File: src/rtl/timer_pkg.sv
// Shared types and constants for the BCD countdown timer.
package timer_pkg;

  localparam int unsigned DIGIT_W = 4;

  localparam logic [DIGIT_W-1:0] BCD_MAX  = 4'd9;
  localparam logic [DIGIT_W-1:0] BCD_ZERO = 4'd0;

  typedef enum logic [1:0] {
    IDLE  = 2'd0,
    RUN   = 2'd1,
    PAUSE = 2'd2,
    DONE  = 2'd3
  } state_t;

  // Clamp a raw 4-bit value to a legal BCD digit.
  function automatic logic [DIGIT_W-1:0] sat_bcd(input logic [DIGIT_W-1:0] v);
    return (v > BCD_MAX) ? BCD_MAX : v;
  endfunction

endpackage

File: src/rtl/bcd_digit_dec.sv
// Single BCD digit: saturating load, decrement with wrap 0->9, borrow-out.
module bcd_digit_dec
  import timer_pkg::*;
#(
  parameter logic [DIGIT_W-1:0] PRESET = BCD_ZERO
) (
  input  logic               clk,
  input  logic               reset,
  input  logic               load,
  input  logic [DIGIT_W-1:0] load_val,
  input  logic               dec_en,
  output logic [DIGIT_W-1:0] digit,
  output logic               borrow_c
);

  // Digit register; load beats decrement.
  always_ff @(posedge clk) begin
    if (reset) begin
      digit <= PRESET;
    end else if (load) begin
      digit <= sat_bcd(load_val);
    end else if (dec_en) begin
      digit <= (digit == BCD_ZERO) ? BCD_MAX : digit - DIGIT_W'(1);
    end
  end

  // Borrow into the next digit when decrementing through zero.
  assign borrow_c = dec_en && (digit == BCD_ZERO);

endmodule

File: src/rtl/bcd_countdown_timer.sv
// Two-digit BCD countdown timer with run/pause/done control.
module bcd_countdown_timer
  import timer_pkg::*;
#(
  parameter logic [3:0] PRESET_TENS = 4'd5,
  parameter logic [3:0] PRESET_ONES = 4'd9
) (
  input  logic       clk,
  input  logic       reset,
  input  logic       tick,
  input  logic       start_pause,
  input  logic       load,
  input  logic [3:0] load_tens,
  input  logic [3:0] load_ones,
  output logic [3:0] bcd_tens,
  output logic [3:0] bcd_ones,
  output logic       running,
  output logic       done
);

  state_t state, state_nx;
  logic   dec;
  logic   ones_borrow_c;
  logic   tens_borrow_c;
  logic   value_nonzero;
  logic   value_is_one;

  assign value_nonzero = (bcd_tens != BCD_ZERO) || (bcd_ones != BCD_ZERO);
  assign value_is_one  = (bcd_tens == BCD_ZERO) && (bcd_ones == 4'd1);

  // State register plus registered status flags that track the next state.
  always_ff @(posedge clk) begin
    if (reset) begin
      state   <= IDLE;
      running <= 1'b0;
      done    <= 1'b0;
    end else begin
      state   <= state_nx;
      running <= (state_nx == RUN);
      done    <= (state_nx == DONE);
    end
  end

  // Next-state and decrement decision; load has top priority, pause beats tick.
  always_comb begin
    state_nx = state;
    dec      = 1'b0;
    if (load) begin
      state_nx = IDLE;
    end else begin
      case (state)
        IDLE: begin
          if (start_pause) state_nx = value_nonzero ? RUN : DONE;
        end
        RUN: begin
          if (start_pause) begin
            state_nx = PAUSE;
          end else if (tick && value_nonzero) begin
            dec = 1'b1;
            if (value_is_one) state_nx = DONE;
          end
        end
        PAUSE: begin
          if (start_pause) state_nx = RUN;
        end
        default: state_nx = DONE;
      endcase
    end
  end

  // Ones digit decrements on the qualified tick.
  bcd_digit_dec #(.PRESET(PRESET_ONES)) u_ones (
    .clk      (clk),
    .reset    (reset),
    .load     (load),
    .load_val (load_ones),
    .dec_en   (dec),
    .digit    (bcd_ones),
    .borrow_c (ones_borrow_c)
  );

  // Tens digit decrements only on a ones borrow.
  bcd_digit_dec #(.PRESET(PRESET_TENS)) u_tens (
    .clk      (clk),
    .reset    (reset),
    .load     (load),
    .load_val (load_tens),
    .dec_en   (ones_borrow_c),
    .digit    (bcd_tens),
    .borrow_c (tens_borrow_c)
  );

  // Tens never borrows in practice since decrement is gated on a nonzero value.
  logic unused_tens_borrow;
  assign unused_tens_borrow = tens_borrow_c;

endmodule

File: config.mk
export PLATFORM = sky130hd
export DESIGN_NAME = bcd_countdown_timer
export DESIGN_NICKNAME = d
export VERILOG_FILES = /design/src/rtl/timer_pkg.sv /design/src/rtl/bcd_digit_dec.sv /design/src/rtl/bcd_countdown_timer.sv
export SDC_FILE = /design/constraint.sdc
export NUM_CORES = 1
export LEC_CHECK = 0
export ABC_AREA = 1
export CAP_MARGIN = 40
export CELL_PAD_IN_SITES_DETAIL_PLACEMENT = 2
export CELL_PAD_IN_SITES_GLOBAL_PLACEMENT = 2
export CORE_MARGIN = 2
export CORE_UTILIZATION = 26
export CTS_CLUSTER_SIZE = 30
export DETAILED_ROUTE_END_ITERATION = 12
export GPL_TIMING_DRIVEN = 0
export PLACE_DENSITY = 0.91
export SYNTH_ARGS = -nofsm -noshare
export SYNTH_HDL_FRONTEND = slang
export SYNTH_SLANG_ARGS = --single-unit
File: constraint.sdc
create_clock -name clk -period 2.4 [get_ports clk]
set_input_delay 0.48 -clock clk [delete_from_list [all_inputs] [get_ports clk]]
set_output_delay 0.48 -clock clk [all_outputs]
set_load 0.01 [all_outputs]
==> metrics.yaml, run 1 <==
syn2layout_area_growth_pct: 35.60
worstHoldPathCells: 2
ctsHoldBuffers: 0
die_area_mm2: 0.003571
post-route-drc-count: 0
vias_per_cell: 4.844
cts_resized: 0
hold_start: "u_tens.digit[3]"
fin_crit_ps: 1779
core_mm2: 0.003003
synth_cells: 122
critPathMaxStageDelay_ps: 580
grt_max_degree: 11
ir_drop_v: 0.0002234
routedWlPerCell_um: 15.04
layout_commonest_cell: "nand2_1"
min_path_type: "reg -> reg"
cts_root_buf: "clkbuf_4"
layout-drive-gt1-share_pct: 21.09
routed_wl_mm: 2.707
placed_cell_area_mm2: 0.001060
whs_endpoint: "u_tens.digit[3]"
path_cells: "clkdlybuf4s50_1"
r2r_slack_ps: 1100
hold_ws_ps: 550.6
clkSinkCount: 12
dr.first_iter.drc_count: 24
critical-path-top-delay-family: "buffers and inverters"
power_density_mw_per_mm2: 501.4
synth-seq-cells: 12
antenna-diode-count: 0
max_slew.worst_pin.slew_ps: 270.2
start_util_pct: 26.92
drt_pass1_iterations: 3
dieWidth_um: 59.76
critical_path.endpoint_type: "output pin"
rsz0062_at_grt: "false"
cp_num_buf_inv: 1
synth_seq_area_share_pct: 29.72
critical_path_depth: 1
min_period_over_period_pct: 74.12
outcome: "completed"
mostFrequentLayoutCells: "nand2_1 (24), nor2_1 (22), clkdlybuf4s50_1 (21)"
finalNetCount: 161
drv_slew: 0
io_pins: 23
vias: 872
hold_viol: 0
final_cell_count_no_fill: 180
pre_cts_ws_ps: 557.6
async_flop_share_pct: 0
grt_pass1_wl_mm: 4.692
critPathMaxFanout: 4
row_count: 20
arrival_ps: 1300
clk_pin_slew_ps: 90
grt.total_usage_pct: 17.27
yosys_warnings: 0
setup_viol: 0
rr_startpoint: "u_ones.digit[0]"
crit_type: "reg -> out"
synth_cell_types: 24
dpl.hpwl_mm: 2.167
cts_tree: "done"
ant_nets: 0
leakage_nw: 0.5019
postLayoutCellArea_mm2: 0.001096
r2r-end: "u_ones.digit[2]"
syn-num-nets: 135
worstSetupStartpointType: "flip-flop"
first_global_vias: 1022
postCtsSetupBuffers: 0
dp.cells: 176
h-tree-depth: 1
io_buffers: 21
crit_slowest_cell: "clkdlybuf4s50_1"
cts_max_path_buffers: 2
antenna_found_initial: 0
synth_area_um2: 808.3
totalNegativeSetupSlack_ps: 0
synth_edf_count: 0
finClkSkew_ps: 0.3016
max_freq_ghz: 0.5621
cp.required_ps: 1920
cts_buffers: 3
fp.dieH_um: 59.76
setup_ws_ps: 621.0
grt_overflow: 0
insertion_delay_ps: 280
slew_headroom_pct: 81.97
syn_avg_cell_area_um2: 6.625
place.gp.congestion: 0.7634
rr_worst_depth: 9
max_cap_violations: 0
synth-main-ff-cell: "dfxtp_1"
-- registers in the layout, summed over array words and instances (netlist names) --
name / count
u_tens.digit: 4
done: 1
u_ones.digit: 4
running: 1
state: 2
-- cell type report --
class                           instances  area [µm²]
Buffer                                  2       12.51
Clock buffer                            4       36.28
Fill cell                             359        1907
Inverter                               15       56.30
Multi-Input combinational cell         93       499.2
Sequential cell                        12       240.2
Tap cell                               33       41.29
Timing Repair Buffer                   21       210.2
-- worst max path at each step --
stage                          from         endpoint  slack [ps]
floorplan                      load  u_tens.digit[0]        1170
global placement              reset             done         620
detailed placement            reset             done         560
CTS                 u_tens.digit[0]      bcd_tens[0]         600
global route        u_tens.digit[0]      bcd_tens[0]         560
finish              u_tens.digit[0]      bcd_tens[0]         620
-- kinds of logic after synthesis --
| group | Yosys count | synth area share (%) |
|---|---|---|
| simple gates | 74 | 47.06 |
| buf+inv | 17 | 8.514 |
| xor+xnor | 1 | 1.084 |
| flops | 12 | 29.72 |
| compound gates | 18 | 13.62 |
-- worst reg2reg max path, cell delays in order, from the launching register on --
cell     delay (ps)
dfxtp_1         450
inv_2            80
nand2_2         110
nor2_1           70
nor2_1          160
nor2_1           60
nor2_1          130
nand2_2          60
nand2_1          50
nor2_1           40
-- through the flow --
stage	util, %	total power [mW]
final	36.50	0.5496
after global routing	36.50	0.5846
after CTS	36.50	0.5601
after detailed placement	35.29	0.3843
after global placement	35.29	0.3744
after floorplan	-	0.3152
-- power by group --
part	switching [mW]	internal, mW
sequential	0.0166	0.212
combinational	0.0809	0.0693
clock	0.0786	0.0922
total	0.176	0.374
-- synth_stat cells (3+ instances only) --
library cell / number / area [µm²]
a21oi_1: 6 / 30.03
dfxtp_1: 12 / 240.2
o21ai_0: 5 / 25.02
inv_1: 7 / 26.28
inv_2: 8 / 30.03
o21a_1: 3 / 22.52
nand2_4: 3 / 33.78
nor2_4: 3 / 33.78
nor2_1: 22 / 82.58
nand2_2: 6 / 37.54
nand3_1: 11 / 55.05
nand2_1: 24 / 90.09
-- metal layers --
metal  global-route usage [%]  vias up  wire [µm]
li1                         -      443          -
met1                    19.27      411       1130
met2                    33.39       16       1460
met3                    4.545        2        103
met4                    1.587        0         12
met5                        0        -          0
No activity file was read; power rests on OpenSTA's default activity.
==> run 2: changes to the inputs <==
--- a/config.mk
+++ b/config.mk
@@ -10,11 +10,11 @@
 export CELL_PAD_IN_SITES_DETAIL_PLACEMENT = 2
 export CELL_PAD_IN_SITES_GLOBAL_PLACEMENT = 2
 export CORE_MARGIN = 2
-export CORE_UTILIZATION = 26
+export CORE_UTILIZATION = 24
 export CTS_CLUSTER_SIZE = 30
 export DETAILED_ROUTE_END_ITERATION = 12
 export GPL_TIMING_DRIVEN = 0
-export PLACE_DENSITY = 0.91
+export PLACE_DENSITY = 0.86
 export SYNTH_ARGS = -nofsm -noshare
 export SYNTH_HDL_FRONTEND = slang
 export SYNTH_SLANG_ARGS = --single-unit
==> constraint.sdc (replaced) <==
create_clock -name clk -period 1.7 [get_ports clk]
set_input_delay 0.34 -clock clk [delete_from_list [all_inputs] [get_ports clk]]
set_output_delay 0.34 -clock clk [all_outputs]
set_load 0.01 [all_outputs]
==> run 2 against run 1 <==
  * Cell area increased by 1.6%
  * Worst hold slack lost 28 ps
  * Critical path depth did not move
  * Largest cell class unchanged
==> metrics.yaml, run 2 (synthesis results as in run 1) <==
outcome: "completed"
pre_cts_ws_ps: 15.78
routed_wl_mm: 2.661
fin_crit_ps: 1617
grt_overflow: 0
drv_slew: 0
clkSinkCount: 12
io_pins: 23
core_mm2: 0.003284
leakage_nw: 0.5016
insertion_delay_ps: 280
reg.largest.list: "u_ones.digit: 4 flops, u_tens.digit: 4 flops, state: 2 flops"
postCtsSetupBuffers: 0
min_period_over_period_pct: 95.11
post-route-drc-count: 0
ant_nets: 0
power_density_mw_per_mm2: 693.9
grt_max_degree: 11
ctsHoldBuffers: 0
antenna-diode-count: 0
slew_headroom_pct: 80.75
dieWidth_um: 62.03
cts_tree: "done"
clk_pin_slew_ps: 80
dr.first_iter.drc_count: 7
syn2layout_area_growth_pct: 37.77
cp_num_buf_inv: 1
rsz0062_at_grt: "false"
layout_commonest_cell: "nand2_1"
crit_type: "reg -> out"
ir_drop_v: 0.0002168
cts_root_buf: "clkbuf_4"
critPathMaxFanout: 4
critical_path.endpoint_type: "output pin"
p_total_mw: 0.7727
hold_ws_ps: 522.6
vias: 890
grt.total_usage_pct: 15.64
finalNetCount: 161
totalNegativeSetupSlack_ps: 0
max_cap_violations: 0
cts_buffers: 3
cts_max_path_buffers: 2
max_slew.worst_pin.slew_ps: 288.4
setup_ws_ps: 83.20
h-tree-depth: 1
start_util_pct: 24.61
worstSetupStartpointType: "flip-flop"
path_cells: "clkdlybuf4s50_1"
dpl.hpwl_mm: 2.143
row_count: 21
hold_viol: 0
crit_slowest_cell: "clkdlybuf4s50_1"
io_buffers: 21
mostFrequentLayoutCells: "nand2_1 (24), nor2_1 (22), clkdlybuf4s50_1 (21)"
routedWlPerCell_um: 13.79
postLayoutCellArea_mm2: 0.001114
layout-drive-gt1-share_pct: 21.77
critPathMaxStageDelay_ps: 570
placed_cell_area_mm2: 0.001076
first_global_vias: 968
place.gp.congestion: 0.7967
cp.required_ps: 1360
critical-path-top-delay-family: "buffers and inverters"
setup_viol: 0
antenna_found_initial: 0
fp.dieH_um: 62.03
cts_resized: 0
arrival_ps: 1280
min_path_type: "in -> reg"
die_area_mm2: 0.003848
grt_pass1_wl_mm: 4.340
finClkSkew_ps: 3.364
max_freq_ghz: 0.6185
drt_pass1_iterations: 3
vias_per_cell: 4.611
==> run 2: cell types whose count changed in the layout (fill, tap and decap cells not counted) <==
cell / change
dfxtp_1: -1
dfxtp_2: +1
==> run 2: path summary, 6_finish.rpt <==
| kind | from | slack (ps) | to | depth (start not counted) |
|---|---|---|---|---|
| setup / recovery | u_tens.digit[0] | 80 | bcd_tens[0] | 1 |
| hold reg to reg | u_ones.digit[3] | 560 | u_ones.digit[3] | 2 |
| setup reg to reg | u_tens.digit[3] | 430 | state[1] | 5 |
| hold / removal | load | 520 | state[1] | 4 |
==> run 2: power breakdown <==
group	switching, mW	internal, mW
Sequential	0.0225	0.300
Combinational	0.115	0.0979
Clock	0.107	0.130
Total	0.245	0.528
==> run 2: area by class of cell <==
cell class	instances	area [µm²]
repair buffers	21	210.2
inverters	15	56.30
well taps	46	57.56
fillers	399	2171
multi-input cells	93	499.2
flip-flops and latches	12	241.5
clock buffers	4	36.28
plain buffers	2	12.51
==> run 2: stage by stage <==
step / utilization [%] / instances
2_1_floorplan: - / 122
3_3_place_gp: 32.76 / 189
3_5_place_dp: 32.76 / 189
4_1_cts: 33.87 / 193
5_1_grt: 33.90 / 193
6_report: 33.90 / 193
==> run 2: layer usage <==
metal	routed length (µm)	GRT usage (%)	share of wire [%]	vias up
met2	1470	30.36	55	19
met3	76	2.899	2.9	7
met1	1059	16.52	40	424
met4	55	5.471	2.1	0
li1	-	-	-	440
met5	0	0	0	-
